==> src/rtl/vram_arb_pkg.sv <==
// Shared types and constants for the VRAM port arbiter.
package vram_arb_pkg;

  typedef enum logic [1:0] {
    IDLE   = 2'd0,
    CMD    = 2'd1,
    RDWAIT = 2'd2
  } state_e;

  typedef enum logic {
    OWN_CPU = 1'b0,
    OWN_PVR = 1'b1
  } owner_e;

  // Read data returned when a read times out (VRAM_ARB_TIMEOUT_EN builds only).
  localparam logic [63:0] TIMEOUT_FILL = 64'hDEADBEEF_DEADBEEF;

  // VRAM is 64-bit wide, so byte-lane bits [2:0] never reach the port.
  localparam logic [23:0] ADDR_ALIGN_MASK = 24'hFFFFF8;

  function automatic logic [23:0] align_addr(input logic [23:0] a);
    return a & ADDR_ALIGN_MASK;
  endfunction

endpackage

==> src/rtl/vram_arbiter_if.sv <==
// Requester and VRAM-controller signal bundle for vram_arbiter.
// slave: the arbiter's view. master: the surrounding system's view.
interface vram_arbiter_if;

  logic        cpu_req;
  logic        cpu_wr;
  logic [23:0] cpu_addr;
  logic [63:0] cpu_wdata;
  logic        cpu_done;
  logic [63:0] cpu_rdata;

  logic        pvr_req;
  logic        pvr_wr;
  logic [23:0] pvr_addr;
  logic [63:0] pvr_wdata;
  logic        pvr_done;
  logic [63:0] pvr_rdata;

  logic        vram_rd;
  logic        vram_wr;
  logic [23:0] vram_addr;
  logic [63:0] vram_dout;
  logic [63:0] vram_din;
  logic        vram_wait;
  logic        vram_valid;

  modport slave (
    input  cpu_req, cpu_wr, cpu_addr, cpu_wdata,
    output cpu_done, cpu_rdata,
    input  pvr_req, pvr_wr, pvr_addr, pvr_wdata,
    output pvr_done, pvr_rdata,
    output vram_rd, vram_wr, vram_addr, vram_dout,
    input  vram_din, vram_wait, vram_valid
  );

  modport master (
    output cpu_req, cpu_wr, cpu_addr, cpu_wdata,
    input  cpu_done, cpu_rdata,
    output pvr_req, pvr_wr, pvr_addr, pvr_wdata,
    input  pvr_done, pvr_rdata,
    input  vram_rd, vram_wr, vram_addr, vram_dout,
    output vram_din, vram_wait, vram_valid
  );

endinterface

==> src/rtl/vram_arb_pick.sv <==
// Winner selection for the VRAM arbiter: PVR has priority, but after
// PVR_STREAK consecutive PVR grants with the CPU waiting, the CPU wins once.
module vram_arb_pick
  import vram_arb_pkg::*;
#(
  parameter int unsigned PVR_STREAK = 4
) (
  input  logic   clk,
  input  logic   rst,
  input  logic   eval_i,
  input  logic   cpu_req_i,
  input  logic   pvr_req_i,
  output logic   grant_o,
  output owner_e owner_o
);

  localparam int unsigned    SW         = $clog2(PVR_STREAK + 1);
  localparam logic [SW-1:0]  STREAK_MAX = SW'(PVR_STREAK);

  logic [SW-1:0] streak_q;
  logic [SW-1:0] streak_d;

  // Pick the winner from the live requests and the current streak.
  always_comb begin
    grant_o = cpu_req_i | pvr_req_i;
    owner_o = OWN_CPU;
    if (pvr_req_i && !(cpu_req_i && (streak_q == STREAK_MAX))) begin
      owner_o = OWN_PVR;
    end
  end

  // Streak counts PVR wins taken while the CPU was kept waiting.
  always_comb begin
    streak_d = streak_q;
    if (eval_i && grant_o) begin
      if ((owner_o == OWN_PVR) && cpu_req_i) begin
        streak_d = (streak_q == STREAK_MAX) ? streak_q : streak_q + 1'b1;
      end else begin
        streak_d = '0;
      end
    end
  end

  // Streak register.
  always_ff @(posedge clk or posedge rst) begin
    if (rst) begin
      streak_q <= '0;
    end else begin
      streak_q <= streak_d;
    end
  end

endmodule

==> src/rtl/vram_arbiter.sv <==
// Shares the single PVR VRAM port between the SH4 (CS1 window) and the PVR
// fetch engine, one transaction at a time.
// Optional: define VRAM_ARB_TIMEOUT_EN to add a read-response timeout and
// the sticky err_timeout output.
module vram_arbiter
  import vram_arb_pkg::*;
#(
  parameter int unsigned PVR_STREAK = 4
`ifdef VRAM_ARB_TIMEOUT_EN
  , parameter int unsigned TIMEOUT_CYCLES = 1024
`endif
) (
  input  logic           clk,
  input  logic           rst,
  vram_arbiter_if.slave  bus,
  output logic           busy,
  output logic           err_spurious
`ifdef VRAM_ARB_TIMEOUT_EN
  , output logic         err_timeout
`endif
);

  state_e      state_q;
  owner_e      owner_q;
  logic        wr_q;
  logic [23:0] addr_q;
  logic [63:0] wdata_q;
  logic        vram_rd_q;
  logic        vram_wr_q;
  logic        cpu_done_q;
  logic        pvr_done_q;
  logic [63:0] cpu_rdata_q;
  logic [63:0] pvr_rdata_q;
  logic        err_spur_q;

`ifdef VRAM_ARB_TIMEOUT_EN
  localparam int unsigned   TW       = $clog2(TIMEOUT_CYCLES + 1);
  localparam logic [TW-1:0] TMO_LAST = TW'(TIMEOUT_CYCLES - 1);
  logic [TW-1:0] tmo_cnt_q;
  logic          err_tmo_q;
`endif

  logic        grant;
  owner_e      win_owner;
  logic        sel_wr;
  logic [23:0] sel_addr;
  logic [63:0] sel_wdata;

  vram_arb_pick #(
    .PVR_STREAK (PVR_STREAK)
  ) u_pick (
    .clk       (clk),
    .rst       (rst),
    .eval_i    (state_q == IDLE),
    .cpu_req_i (bus.cpu_req),
    .pvr_req_i (bus.pvr_req),
    .grant_o   (grant),
    .owner_o   (win_owner)
  );

  // Route the winning requester's qualifiers toward the command registers.
  always_comb begin
    sel_wr    = bus.cpu_wr;
    sel_addr  = bus.cpu_addr;
    sel_wdata = bus.cpu_wdata;
    if (win_owner == OWN_PVR) begin
      sel_wr    = bus.pvr_wr;
      sel_addr  = bus.pvr_addr;
      sel_wdata = bus.pvr_wdata;
    end
  end

  // Transaction sequencer with registered strobes, done pulses and read data.
  always_ff @(posedge clk or posedge rst) begin
    if (rst) begin
      state_q     <= IDLE;
      owner_q     <= OWN_CPU;
      wr_q        <= 1'b0;
      addr_q      <= '0;
      wdata_q     <= '0;
      vram_rd_q   <= 1'b0;
      vram_wr_q   <= 1'b0;
      cpu_done_q  <= 1'b0;
      pvr_done_q  <= 1'b0;
      cpu_rdata_q <= '0;
      pvr_rdata_q <= '0;
      err_spur_q  <= 1'b0;
`ifdef VRAM_ARB_TIMEOUT_EN
      tmo_cnt_q   <= '0;
      err_tmo_q   <= 1'b0;
`endif
    end else begin
      cpu_done_q <= 1'b0;
      pvr_done_q <= 1'b0;
      if (bus.vram_valid && (state_q != RDWAIT)) begin
        err_spur_q <= 1'b1;
      end
      case (state_q)
        IDLE: begin
          if (grant) begin
            owner_q   <= win_owner;
            wr_q      <= sel_wr;
            addr_q    <= align_addr(sel_addr);
            wdata_q   <= sel_wdata;
            vram_rd_q <= ~sel_wr;
            vram_wr_q <= sel_wr;
            state_q   <= CMD;
          end
        end
        CMD: begin
          if (!bus.vram_wait) begin
            vram_rd_q <= 1'b0;
            vram_wr_q <= 1'b0;
            if (wr_q) begin
              if (owner_q == OWN_PVR) pvr_done_q <= 1'b1;
              else                    cpu_done_q <= 1'b1;
              state_q <= IDLE;
            end else begin
`ifdef VRAM_ARB_TIMEOUT_EN
              tmo_cnt_q <= '0;
`endif
              state_q <= RDWAIT;
            end
          end
        end
        RDWAIT: begin
          if (bus.vram_valid) begin
            if (owner_q == OWN_PVR) begin
              pvr_rdata_q <= bus.vram_din;
              pvr_done_q  <= 1'b1;
            end else begin
              cpu_rdata_q <= bus.vram_din;
              cpu_done_q  <= 1'b1;
            end
            state_q <= IDLE;
          end
`ifdef VRAM_ARB_TIMEOUT_EN
          else if (tmo_cnt_q == TMO_LAST) begin
            if (owner_q == OWN_PVR) begin
              pvr_rdata_q <= TIMEOUT_FILL;
              pvr_done_q  <= 1'b1;
            end else begin
              cpu_rdata_q <= TIMEOUT_FILL;
              cpu_done_q  <= 1'b1;
            end
            err_tmo_q <= 1'b1;
            state_q   <= IDLE;
          end else begin
            tmo_cnt_q <= tmo_cnt_q + 1'b1;
          end
`endif
        end
        default: state_q <= IDLE;
      endcase
    end
  end

  assign bus.vram_rd   = vram_rd_q;
  assign bus.vram_wr   = vram_wr_q;
  assign bus.vram_addr = addr_q;
  assign bus.vram_dout = wdata_q;
  assign bus.cpu_done  = cpu_done_q;
  assign bus.cpu_rdata = cpu_rdata_q;
  assign bus.pvr_done  = pvr_done_q;
  assign bus.pvr_rdata = pvr_rdata_q;
  assign busy          = (state_q != IDLE);
  assign err_spurious  = err_spur_q;
`ifdef VRAM_ARB_TIMEOUT_EN
  assign err_timeout   = err_tmo_q;
`endif

endmodule

==> src/flat_wrapper.sv <==
// flat-port wrapper written by rule: the top's interface ports become plain ports
module vram_arbiter_flat import vram_arb_pkg::*;
#(
  parameter int unsigned PVR_STREAK = 4

)
  (clk, rst, busy, err_spurious, bus_cpu_req, bus_cpu_wr, bus_cpu_addr, bus_cpu_wdata, bus_cpu_done, bus_cpu_rdata, bus_pvr_req, bus_pvr_wr, bus_pvr_addr, bus_pvr_wdata, bus_pvr_done, bus_pvr_rdata, bus_vram_rd, bus_vram_wr, bus_vram_addr, bus_vram_dout, bus_vram_din, bus_vram_wait, bus_vram_valid);
  vram_arbiter_if bus_i ();
  input  logic clk;
  input  logic rst;
  output logic busy;
  output logic err_spurious;
  input wire logic [$bits(bus_i.cpu_req)-1:0] bus_cpu_req;
  input wire logic [$bits(bus_i.cpu_wr)-1:0] bus_cpu_wr;
  input wire logic [$bits(bus_i.cpu_addr)-1:0] bus_cpu_addr;
  input wire logic [$bits(bus_i.cpu_wdata)-1:0] bus_cpu_wdata;
  output wire logic [$bits(bus_i.cpu_done)-1:0] bus_cpu_done;
  output wire logic [$bits(bus_i.cpu_rdata)-1:0] bus_cpu_rdata;
  input wire logic [$bits(bus_i.pvr_req)-1:0] bus_pvr_req;
  input wire logic [$bits(bus_i.pvr_wr)-1:0] bus_pvr_wr;
  input wire logic [$bits(bus_i.pvr_addr)-1:0] bus_pvr_addr;
  input wire logic [$bits(bus_i.pvr_wdata)-1:0] bus_pvr_wdata;
  output wire logic [$bits(bus_i.pvr_done)-1:0] bus_pvr_done;
  output wire logic [$bits(bus_i.pvr_rdata)-1:0] bus_pvr_rdata;
  output wire logic [$bits(bus_i.vram_rd)-1:0] bus_vram_rd;
  output wire logic [$bits(bus_i.vram_wr)-1:0] bus_vram_wr;
  output wire logic [$bits(bus_i.vram_addr)-1:0] bus_vram_addr;
  output wire logic [$bits(bus_i.vram_dout)-1:0] bus_vram_dout;
  input wire logic [$bits(bus_i.vram_din)-1:0] bus_vram_din;
  input wire logic [$bits(bus_i.vram_wait)-1:0] bus_vram_wait;
  input wire logic [$bits(bus_i.vram_valid)-1:0] bus_vram_valid;
  assign bus_i.cpu_req = bus_cpu_req;
  assign bus_i.cpu_wr = bus_cpu_wr;
  assign bus_i.cpu_addr = bus_cpu_addr;
  assign bus_i.cpu_wdata = bus_cpu_wdata;
  assign bus_cpu_done = bus_i.cpu_done;
  assign bus_cpu_rdata = bus_i.cpu_rdata;
  assign bus_i.pvr_req = bus_pvr_req;
  assign bus_i.pvr_wr = bus_pvr_wr;
  assign bus_i.pvr_addr = bus_pvr_addr;
  assign bus_i.pvr_wdata = bus_pvr_wdata;
  assign bus_pvr_done = bus_i.pvr_done;
  assign bus_pvr_rdata = bus_i.pvr_rdata;
  assign bus_vram_rd = bus_i.vram_rd;
  assign bus_vram_wr = bus_i.vram_wr;
  assign bus_vram_addr = bus_i.vram_addr;
  assign bus_vram_dout = bus_i.vram_dout;
  assign bus_i.vram_din = bus_vram_din;
  assign bus_i.vram_wait = bus_vram_wait;
  assign bus_i.vram_valid = bus_vram_valid;
  vram_arbiter #(.PVR_STREAK(PVR_STREAK)) u_core (.clk(clk), .rst(rst), .bus(bus_i), .busy(busy), .err_spurious(err_spurious));
endmodule
==> config.mk <==
export PLATFORM = sky130hd
export DESIGN_NAME = vram_arbiter_flat
export DESIGN_NICKNAME = d
export VERILOG_FILES = /design/src/rtl/vram_arb_pkg.sv /design/src/rtl/vram_arbiter_if.sv /design/src/rtl/vram_arb_pick.sv /design/src/rtl/vram_arbiter.sv /design/src/flat_wrapper.sv
export SDC_FILE = /design/constraint.sdc
export NUM_CORES = 1
export LEC_CHECK = 0
export CAP_MARGIN = 20
export CELL_PAD_IN_SITES_DETAIL_PLACEMENT = 0
export CELL_PAD_IN_SITES_GLOBAL_PLACEMENT = 2
export CORE_MARGIN = 4
export CORE_UTILIZATION = 22
export CTS_CLUSTER_DIAMETER = 40
export CTS_CLUSTER_SIZE = 30
export DETAILED_ROUTE_END_ITERATION = 10
export PLACE_DENSITY_LB_ADDON = 0.1
export SYNTH_ARGS = -nofsm -noshare
export SYNTH_HDL_FRONTEND = slang
export SYNTH_SLANG_ARGS = --single-unit
==> constraint.sdc <==
create_clock -name clk -period 7.5 [get_ports clk]
set_input_delay 1.5 -clock clk [delete_from_list [all_inputs] [get_ports clk]]
set_output_delay 1.5 -clock clk [all_outputs]
set_load 0.02 [all_outputs]
=== Word level (Yosys, flattened, before mapping) ===
Index checks and enable logic that the tools add are counted.

* Register bits after elaboration: 225
* Bits of input ports: 248
* Output and inout port bits: 222
* Word-level logic and storage cells: 66

* $add $sub $neg: 1
* Eq/ne operators: 8
* Multiplexer cells: 26
* Bitwise gates (word level): 3
* Reductions and logical operators: 15

{| class="wikitable"
|+ Operators with widths
! cell !! number
|-
| 64-bit 2-to-1 mux || 1
|-
| 24-bit 2-to-1 mux || 1
|-
| 1-bit 2-to-1 mux || 13
|-
| 3-bit AND reduction || 4
|-
| 2-bit 2-to-1 mux || 4
|-
| 2-bit inequality test, second input constant || 4
|-
| 1-bit one-hot mux with 2 select lines || 4
|-
| 3-bit 2-to-1 mux || 2
|-
| 2-bit one-hot mux with 3 select lines || 1
|-
| 1-bit logical AND || 5
|-
| 2-bit AND reduction || 2
|-
| 2-bit nonzero test || 2
|-
| 3-bit by 1-bit adder with 3-bit output, second input constant || 1
|-
| 3-bit equality test, second input constant || 1
|-
| 2-bit by 1-bit equality test with 1-bit output, second input constant || 1
|-
| 2-bit equality test, second input constant || 1
|-
| 2-bit logical NOT || 1
|-
| 2-bit by 1-bit inequality test with 1-bit output, second input constant || 1
|-
| 1-bit inverter || 2
|-
| 1-bit logical NOT || 1
|-
| 1-bit bitwise OR || 1
|}

=== Depth between registers and ports, before layout ===
* Word-level depth: 9
* Gate-level depth with buffers: 9
* Gate-level depth less buffers: 6

=== Hierarchy ===
A second synthesis with hierarchy kept.

* Cells, all modules: 708
* Area total of the unflattened synthesis: 9634.2 µm²

{| class="wikitable"
|+ By module, submodules not included
! module !! times used !! cells an instance !! area an instance (µm²) !! sequential area each (µm²)
|-
| vram_arbiter || 1 || 687 || 9444.1 || 5555.3
|-
| vram_arb_pick || 1 || 21 || 190.2 || 75.1
|}

=== Worst setup path after synthesis ===
Ideal clock, no wire load.

* Path type: input-to-reg
* From: input bus_pvr_req
* To: register u_core.wdata_q[32] (netlist: u_core.bus.vram_dout[32])
* Setup time: 0.077 ns
* Data arrival time: 2.437 ns
* Data required time: 7.423 ns
* Setup slack: 4.986 ns
* Cell stages on the path: 7
* Path buffers: 4
* Cells stage by stage: buf_2 o21ai_2 buf_4 buf_4 buf_2 nand2_1 o21ai_1

* Word-level cells in the longest chain between the ends: 3
* Elaborated cells between the ends (all ways): 5
* Classes of those cells: mux (2); bitwise (1); reduce/logical (2)

{| class="wikitable"
|+ RTL lines
! item !! line !! text
|-
| from (decl) || flat_wrapper.sv:19 || <nowiki>input wire logic [$bits(bus_i.pvr_req)-1:0] bus_pvr_req;</nowiki>
|-
| 1-bit logical AND || vram_arb_pick.sv:27 || <nowiki>if (pvr_req_i && !(cpu_req_i && (streak_q == STREAK_MAX))) begin</nowiki>
|-
| 1-bit 2-to-1 mux || vram_arb_pick.sv:27 ||
|-
| 64-bit 2-to-1 mux || vram_arbiter.sv:66 || <nowiki>if (win_owner == OWN_PVR) begin</nowiki>
|-
| to (signal assigned) || vram_arbiter.sv:104 || <nowiki>wdata_q <= sel_wdata;</nowiki>
|-
| to (decl) || vram_arbiter.sv:27 || <nowiki>logic [63:0] wdata_q;</nowiki>
|}

Several ways; a longest one is shown, not always the timed one.
A chain may end at the register's enable or synchronous reset.

=== Worst setup path after layout ===
* From: register u_core.state_q[1]
* To: output busy

* Word-level cells in the longest chain between the ends: 1

{| class="wikitable"
|+ RTL lines
! item !! line !! text
|-
| from (decl) || vram_arbiter.sv:23 || <nowiki>state_e state_q;</nowiki>
|-
| from (signal assigned) || vram_arbiter.sv:76 || <nowiki>state_q <= IDLE;</nowiki>
|-
| from (signal assigned) || vram_arbiter.sv:107 || <nowiki>state_q <= CMD;</nowiki>
|-
| from (signal assigned) || vram_arbiter.sv:117 || <nowiki>state_q <= IDLE;</nowiki>
|-
| 2-bit nonzero test || vram_arbiter.sv:166 || <nowiki>assign busy = (state_q != IDLE);</nowiki>
|-
| to (decl) || flat_wrapper.sv:11 || <nowiki>output logic busy;</nowiki>
|}

No other way between the ends.

==> flow_metrics.env <==
export IMPL_fill_cells=4116
export IMPL_yosys_top_cells_count="225 x dfrtp_1, 128 x mux2_2, 95 x nand2_1"
export IMPL_fin_crit_ns=3.67
export IMPL_yosysMostFrequentCell="dfrtp_1"
export IMPL_core_area_um2=41900
export IMPL_vdd_drop_max_uv=162
export IMPL_fin_nets=1441
export IMPL_ff_latch_area_um2=5630
export IMPL_drtAntennaViolNets=0
export IMPL_viasPerCell=4.08
export IMPL_antenna_found_initial=2
export IMPL_cts_root_buffer="clkbuf_16"
export IMPL_rows=75
export IMPL_ys_flop_type="dfrtp_1"
export IMPL_insertion_delay_ns=0.57
export IMPL_place_ws_ns=3.61
export IMPL_holdPathEnd="u_core.err_spurious"
export IMPL_grt_use_met2=0.219
export IMPL_busiest_layer="met2"
export IMPL_synth_cell_types=33
export IMPL_cts_sinks=225
export IMPL_htreeDepth=2
export IMPL_timing_final_crit_share=0.490
export IMPL_seq_area_frac_synth=0.604
export IMPL_hp_class="reg -> reg"
export IMPL_drive_gt1_frac=0.187
export IMPL_synth_cells=714
export IMPL_post_route_util=0.384
export IMPL_io_pins=470
export IMPL_synth_top_area_cell="dfrtp_1"
export IMPL_combPwrFrac=0.417
export IMPL_multi_input_area_um2=3410
export IMPL_routedWlPerCell_um=18.6
export IMPL_hold_path_depth=1
export IMPL_yosys_top_cells_area="dfrtp_1 60%, mux2_2 15%, mux2i_1 9.3%"
export IMPL_cp_arrival_ns=2.17
export IMPL_use_met1=0.165
export IMPL_power_density_nw_per_um2=454
export IMPL_hold_buffers=0
export IMPL_ys_ff_latch=225
export IMPL_avgSynthCellArea_um2=13.0
export IMPL_critPathCaptureType="output port"
export IMPL_ys_warn_count=0
export IMPL_clock_skew_ns=0.0236
export IMPL_fin_setup_tns_ns=0
export IMPL_grt_max_degree=105
export IMPL_r2r_cells=6
export IMPL_grt_pass1_vias=7554
export IMPL_start_util=0.222
export IMPL_clkTransAtPathRegs_ns=0.04
export IMPL_num_vias=7216
export IMPL_die_y_um=214
export IMPL_leakage_nw=7.00
export IMPL_p_sw_frac=0.350
export IMPL_postSynth_asyncResetShare=1.00
export IMPL_grt_pass1_wl_mm=47.8
export IMPL_cts_setup_buffers=0
export IMPL_hpwl_mm=23.8
export IMPL_max_slew_worst_pin_slew_ns=1.02
export IMPL_r2r_start="u_core.u_pick.streak_q[0]"
export IMPL_start_kind="flop"
export IMPL_fp_dieW_um=214
export IMPL_synth_edff_count=0
export IMPL_setup_viol=0
export IMPL_routabilityCongestion=0.710
export IMPL_hold_ws_ns=0.468
export IMPL_syn_cell_area_um2=9320
export IMPL_die_area_um2=45700
export IMPL_grt_use_total=0.138
export IMPL_rsz0062_at_grt="no"
export IMPL_p_clk_frac=0.298
export IMPL_max_clock_freq_mhz=272
export IMPL_overflow=0
export IMPL_cts_inserted_buffers=50
export IMPL_portBuffers=460
export IMPL_internal_power_w=0.00476
export IMPL_r2r_end="u_core.bus.vram_dout[49]"
export IMPL_p_switching_w=0.00256
export IMPL_cp_max_fo=9
export IMPL_wl_mm=32.9
export IMPL_status="finished, final reports clean"
export IMPL_min_delay_start="u_core.err_spurious"
export IMPL_relSlewSlack=0.319
export IMPL_cts_tree="built"
export IMPL_drtPass1Iterations=4
export IMPL_max_cap_viol_count=0
export IMPL_slew_violations=0
export IMPL_p_seq_frac=0.285
export IMPL_met3_usage=0.0685
export IMPL_synth_top_area_frac=0.604
export IMPL_fin_ws_ns=3.83
export IMPL_crit_type="reg -> out"
export IMPL_hold_viol_final=0
export IMPL_r2r_setup_slack_ns=5.28
export IMPL_clockBufferDepth=3
export IMPL_cts_resized=0
export IMPL_area_growth_pct=73.1
export IMPL_power_total_w=0.00733
export IMPL_cp_required_ns=6.00
export IMPL_drtIter0Drc=211
export IMPL_drc_errors=0
area by class of cell:
| class | instances | area share |
|---|---|---|
| Antenna cell | 1 | 0.000155 |
| Inverter | 8 | 0.00210 |
| Clock buffer | 61 | 0.0851 |
| Sequential cell | 225 | 0.349 |
| Clock inverter | 31 | 0.0203 |
| Multi-Input combinational cell | 436 | 0.212 |
| Timing Repair Buffer | 467 | 0.290 |
| Tap cell | 539 | 0.0418 |
per-layer routing:
layer  part of all wire  wire length (um)
met3               0.12              3810
met2               0.47             15300
met1               0.39             13000
met5            0.00040                13
met4              0.023               747
cell usage in the layout (no fill, tap or decap), drive strengths merged:
cell and instances:
bufinv 5, inv 12, a21o 2, nor2 5, ha 5, nor3b 1
buf 7, nand3b 1, o22a 1, clkdlybuf4s50 460, mux2 128, o21ai 94
clkinvlp 5, a21bo 1, nand2 96, clkbuf 61, nand3 2, conb 3
a32oi 1, clkinv 17, a22o 2, nand2b 1, mux2i 87, a21boi 1
a32o 1, and2 1, a21oi 2, diode 1, nand4 1, dfrtp 225
how the worst max path moves through the flow:
stage	start	end	slack, ns	depth (start not counted)
CTS	u_core.state_q[1]	busy	3.76	4
global route	u_core.state_q[1]	busy	3.66	4
global placement	bus_pvr_req	u_core.bus.vram_dout[19]	3.69	4
finish	u_core.state_q[1]	busy	3.83	4
detailed placement	bus_pvr_req	u_core.bus.vram_dout[23]	3.61	4
floorplan	rst	u_core.bus.cpu_done	3.06	1
worst max-delay path: stages, from the launching register on:
cell and delay [ns]:
dfrtp_1 0.37, inv_1 0.11, ha_1 0.41, inv_1 0.12
clkdlybuf4s50_1 0.62
metrics by stage:
step | area [um^2] | instances
floorplan | 9330 | 716
global placement | 14400 | 1675
detailed placement | 14400 | 1675
CTS | 16100 | 1767
global route | 16100 | 1768
finish | 16100 | 1768
power groups by stage:
| stage | logic (W) | registers (W) | clock network, W |
|---|---|---|---|
| 2_1_floorplan | 0.000801 | 0.00279 | 0 |
| 3_3_place_gp | 0.00312 | 0.00208 | 0 |
| 3_5_place_dp | 0.00312 | 0.00210 | 0 |
| 4_1_cts | 0.00313 | 0.00210 | 0.00226 |
| 5_1_grt | 0.00328 | 0.00217 | 0.00232 |
| 6_report | 0.00305 | 0.00209 | 0.00218 |
cells by family after synthesis:
logic type	synth area share
other	0.000403
flip-flops	0.604
AND/OR/NAND/NOR	0.0462
multiplexers	0.248
AO/OA/AOI/OAI	0.0603
buffers and inverters	0.0338
adder cells (fa/ha/maj)	0.00672
registers in the layout, indices dropped and copies added, names as in the netlist:
name	count
u_core.bus.pvr_done	1
u_core.bus.cpu_done	1
u_core.err_spurious	1
u_core.bus.cpu_rdata	64
u_core.state_q	2
u_core.wr_q	1
u_core.owner_q	1
u_core.bus.vram_rd	1
u_core.bus.vram_wr	1
u_core.u_pick.streak_q	3
u_core.bus.vram_addr	21
u_core.bus.pvr_rdata	64
u_core.bus.vram_dout	64
Power figures use the tool's default switching activity.
